$ cat config.mk
export PLATFORM = sky130hd
export DESIGN_NAME = i_cache_refill
export DESIGN_NICKNAME = d
export VERILOG_FILES = /design/src/rtl/i_cache_refill.sv
export SDC_FILE = /design/constraint.sdc
export NUM_CORES = 1
export LEC_CHECK = 0
export BUFFER_PORTS_ARGS = -buffer_cell sky130_fd_sc_hd__buf_2
export CAP_MARGIN = 25
export CORE_ASPECT_RATIO = 1.1
export CORE_UTILIZATION = 55
export CTS_CLUSTER_DIAMETER = 40
export DETAILED_ROUTE_END_ITERATION = 10
export PLACE_DENSITY_LB_ADDON = 0.2
export SLEW_MARGIN = 20
export SYNTH_ARGS = -nofsm -noshare
export SYNTH_HDL_FRONTEND = slang
export SYNTH_SLANG_ARGS = --single-unit
$ cat constraint.sdc
create_clock -name clk -period 3.4 [get_ports clk]
set_input_delay 0.34 -clock clk [delete_from_list [all_inputs] [get_ports clk]]
set_output_delay 0.34 -clock clk [all_outputs]
set_load 0.01 [all_outputs]
$ cat src/rtl/i_cache_refill.sv
// Instruction-cache line refill engine: fetches BEATS words over a simple req/ack bus.
// Optional macro CRITICAL_WORD_FIRST_EN starts at the missed word and strobes it early.
module i_cache_refill #(
  parameter int unsigned BEATS = 4
) (
  input  logic                  clk,
  input  logic                  rst,
  input  logic                  mem_r,
  input  logic [31:0]           mem_addr,
  output logic                  mem_ready,
  output logic [32*BEATS-1:0]   line_data,
  output logic                  bus_req,
  output logic [31:0]           bus_addr,
  input  logic                  bus_ack,
  input  logic [31:0]           bus_rdata,
  output logic                  busy,
  output logic                  crit_valid,
  output logic [31:0]           crit_data
);

  localparam int unsigned IDX_W = $clog2(BEATS);
  localparam int unsigned OFF_W = IDX_W + 2;
  localparam logic [31:0] BASE_MASK = ~((32'd1 << OFF_W) - 32'd1);
  localparam logic [IDX_W-1:0] LAST = IDX_W'(BEATS - 1);

  typedef enum logic [1:0] {IDLE, REQ, DONE, DRAIN} state_t;

  state_t             state_q, state_d;
  logic [31:0]        base_q, base_d;
  logic [IDX_W-1:0]   idx_q, idx_d;
  logic [IDX_W-1:0]   cnt_q, cnt_d;
  logic [IDX_W-1:0]   start_idx;
  logic               beat_wr;
  logic               bus_req_d, busy_d, ready_d;
  logic [31:0]        addr_d;

`ifdef CRITICAL_WORD_FIRST_EN
  assign start_idx = mem_addr[OFF_W-1:2];
`else
  assign start_idx = '0;
`endif

  // State register
  always_ff @(posedge clk) begin
    if (!rst) state_q <= IDLE;
    else      state_q <= state_d;
  end

  // Next-state logic; an abort with a pending request must wait for its ack
  always_comb begin
    state_d = state_q;
    case (state_q)
      IDLE:  if (mem_r) state_d = REQ;
      REQ: begin
        if (!mem_r)                        state_d = bus_ack ? IDLE : DRAIN;
        else if (bus_ack && cnt_q == LAST) state_d = DONE;
      end
      DONE:  state_d = IDLE;
      DRAIN: if (bus_ack) state_d = IDLE;
      default: state_d = IDLE;
    endcase
  end

  // Output/datapath next values; outputs are registered from these
  always_comb begin
    base_d  = base_q;
    idx_d   = idx_q;
    cnt_d   = cnt_q;
    beat_wr = 1'b0;
    case (state_q)
      IDLE: begin
        if (mem_r) begin
          base_d = mem_addr & BASE_MASK;
          idx_d  = start_idx;
          cnt_d  = '0;
        end
      end
      REQ: begin
        if (mem_r && bus_ack) begin
          beat_wr = 1'b1;
          idx_d   = idx_q + IDX_W'(1);
          cnt_d   = cnt_q + IDX_W'(1);
        end
      end
      default: ;
    endcase
    bus_req_d = (state_d == REQ) || (state_d == DRAIN);
    busy_d    = (state_d != IDLE);
    ready_d   = (state_d == DONE);
    addr_d    = base_d | 32'({idx_d, 2'b00});
  end

  // Registered outputs and fill bookkeeping
  always_ff @(posedge clk) begin
    if (!rst) begin
      base_q    <= '0;
      idx_q     <= '0;
      cnt_q     <= '0;
      bus_req   <= 1'b0;
      busy      <= 1'b0;
      mem_ready <= 1'b0;
      bus_addr  <= '0;
      line_data <= '0;
    end else begin
      base_q    <= base_d;
      idx_q     <= idx_d;
      cnt_q     <= cnt_d;
      bus_req   <= bus_req_d;
      busy      <= busy_d;
      mem_ready <= ready_d;
      bus_addr  <= addr_d;
      if (beat_wr) line_data[{idx_q, 5'b00000} +: 32] <= bus_rdata;
    end
  end

`ifdef CRITICAL_WORD_FIRST_EN
  logic first_wr;
  assign first_wr = beat_wr && (cnt_q == '0);

  // Early strobe of the missed word, one cycle after its beat lands
  always_ff @(posedge clk) begin
    if (!rst) begin
      crit_valid <= 1'b0;
      crit_data  <= '0;
    end else begin
      crit_valid <= first_wr;
      if (first_wr) crit_data <= bus_rdata;
    end
  end
`else
  assign crit_valid = 1'b0;
  assign crit_data  = '0;
`endif

endmodule
==> impl_metrics.env <==
export IMPL_status="finished, final reports clean"
export IMPL_avgRoutedWirePerCell_um=16.9
export IMPL_coreArea_sq_um=13800
export IMPL_worstPathRequired_ns=3.76
export IMPL_path_max_fanout=22
export IMPL_cts_sinks=168
export IMPL_drive_above_1_share_pct=35.6
export IMPL_yosys_area_top_type_share_pct=43.4
export IMPL_min_path_cells=3
export IMPL_n_fill_cell=1239
export IMPL_yosysSeqAreaShare_pct=43.4
export IMPL_numCtsBuffers=17
export IMPL_post_dp_cell_area_sq_um=8390
export IMPL_syn_avg_cell_area_sq_um=8.89
export IMPL_post_synth_top_area_cell="dfxtp_1"
export IMPL_ff_latch_area_sq_um=3360
export IMPL_n_antenna_cell=0
export IMPL_vias_per_cell=5.60
export IMPL_clockBufferDepth=2
export IMPL_multiInputGateArea_sq_um=3530
export IMPL_area_growth_pct=16.4
export IMPL_place_gp_congestion=0.830
export IMPL_cap_violations=0
export IMPL_synthCells=872
export IMPL_overflow=0
export IMPL_ctsRootBufferMaster="clkbuf_16"
export IMPL_reg2reg_depth=6
export IMPL_ios=264
export IMPL_hold_class="in2reg"
export IMPL_cts_tree="built"
export IMPL_slew_viol_final=0
export IMPL_row_count=45
export IMPL_final_area_sq_um=9020
export IMPL_clock_latency_ns=0.43
export IMPL_rsz0062_at_grt="no"
export IMPL_critPathLaunchType="register"
export IMPL_die_w_um=115
export IMPL_grt_pass1_wl_mm=32.8
export IMPL_die_h_um=127
export IMPL_synth_seq_cells=168
export IMPL_hold_viol_final=0
export IMPL_die_area_sq_um=14600
export IMPL_htreeDepth=4
export IMPL_antenna_found_initial=0
export IMPL_finalClockSkew_ns=0.00649
export IMPL_yosysWarnings=0
export IMPL_start_util_pct=56.2
export IMPL_mostFrequentLayoutCell="buf_2"
export IMPL_finalSetupTns_ns=0
export IMPL_p_per_area_nw_per_um2=486
export IMPL_peakVddDrop_mv=0.382
export IMPL_synth_cell_types=35
export IMPL_setup_viol=0
export IMPL_cts_setup_buffers=0
export IMPL_grt_use_total_pct=29.1
export IMPL_post_dp_hpwl_mm=13.2
export IMPL_maxSlewHeadroom_pct=44.0
export IMPL_routed_wl_mm=20.5
export IMPL_grt_max_degree=91
export IMPL_path_clk_slew_ns=0.06
export IMPL_clock_fmax_ghz=0.427
export IMPL_first_pass_iters=5
export IMPL_ant_nets=0
export IMPL_drtIter0Drc=625
export IMPL_critPathKind="reg2reg"
export IMPL_num_nets_final=1087
export IMPL_leakage_nw=3.92
export IMPL_min_period_over_period_pct=68.9
export IMPL_cts_resized=0
export IMPL_period_needed_ns=2.34
export IMPL_end_kind="register"
export IMPL_cts_hold_buffers_added=0
export IMPL_arrival_ns=2.71
export IMPL_io_buffers=224
export IMPL_route_vias_total=6801
export IMPL_drc=0
export IMPL_first_global_vias=6247
export IMPL_synthTopCellsByArea="dfxtp_1, nand4_1, o21ai_2"
export IMPL_syn_cell_area_sq_um=7750
export IMPL_tightest_slew_ns=0.839
export IMPL_final_cell_mix="buf_2, dfxtp_1, nand2_1, nand4_1, o21ai_2"
cell families (layout without fill, tap and decap cells):
logic type,count (synthesis),in the layout,share of synthesized area (%)
AND/OR/NAND/NOR,340,340,23.1
AO/OA/AOI/OAI,201,201,19.4
flip-flops,168,168,43.4
buffers and inverters,155,275,13.0
adder cells (fa/ha/maj),6,6,0.968
other,1,35,0.0484
XOR/XNOR,1,1,0.113
synth_stat cells, drive strengths merged:
library cell and count:
inv 4, nor2 1, nand4b 2, or3b 1, o21ai 132, and4b 2, nor3b 4, and2 35
clkbuf 40, a221oi 1, nor2b 2, nand3b 1, conb 1, xnor2 1, and3 3, and2b 1
nand2 156, dfxtp 168, buf 111, nand4 128, and3b 2, a21oi 2, ha 6, o21a 2
a21boi 64, nand2b 2
state kept, by name, indices dropped and copies added, names as in the netlist:
signal     count
bus_addr      30
mem_ready      1
line_data    128
cnt_q          2
base_q         2
busy           1
state_q        2
idx_q          2
worst max-delay path, stage by stage, from the launching register on:
cell and delay, ns:
dfxtp_1 0.51, inv_1 0.19, ha_1 0.45, and3b_1 0.44, buf_4 0.39, nand4_1 0.19, o21ai_2 0.09
metal layers:
layer  vias to the layer above  track usage, %  part of all wire [%]
met2                       286            44.6                    46
li1                       3249               -                     -
met1                      3230            38.9                    44
met5                         -               0                     0
met3                        36            7.60                   7.9
met4                         0            11.7                   2.4
stage by stage:
stage	util [%]	cells	power [W]	setup slack (ns)	hold slack, ns
final	65.4	1214	0.00438	1.06	0.139
after global routing	65.4	1214	0.00452	0.817	0.141
after CTS	65.3	1213	0.00440	1.06	0.123
after detailed placement	60.8	1181	0.00237	1.09	0.442
after global placement	60.8	1181	0.00236	1.11	0.425
after floorplan	-	906	0.00231	1.65	0.416
power breakdown:
part | leakage, nW | internal [W] | switching, W | total, W
clock network | 0.311 | 0.00128 | 0.000774 | 0.00206
registers | 1.36 | 0.00200 | 0.0000180 | 0.00202
logic | 2.25 | 0.000103 | 0.000206 | 0.000309
total | 3.92 | 0.00338 | 0.000998 | 0.00438
final timing paths:
kind           startpoint             to  slack (ns)
max              idx_q[0]  line_data[49]        1.06
min          mem_addr[12]   bus_addr[12]        0.14
max reg2reg      idx_q[0]  line_data[49]        1.06
min reg2reg  bus_addr[14]   bus_addr[14]        0.45
layout make-up:
type                            count  share of cell area, %
Inverter                            4                  0.166
Clock buffer                       23                   5.30
Timing Repair Buffer              239                   13.9
Sequential cell                   168                   37.3
Clock inverter                      9                   1.61
Multi-Input combinational cell    583                   39.2
Tap cell                          188                   2.61
Power figures use the tool's default switching activity.
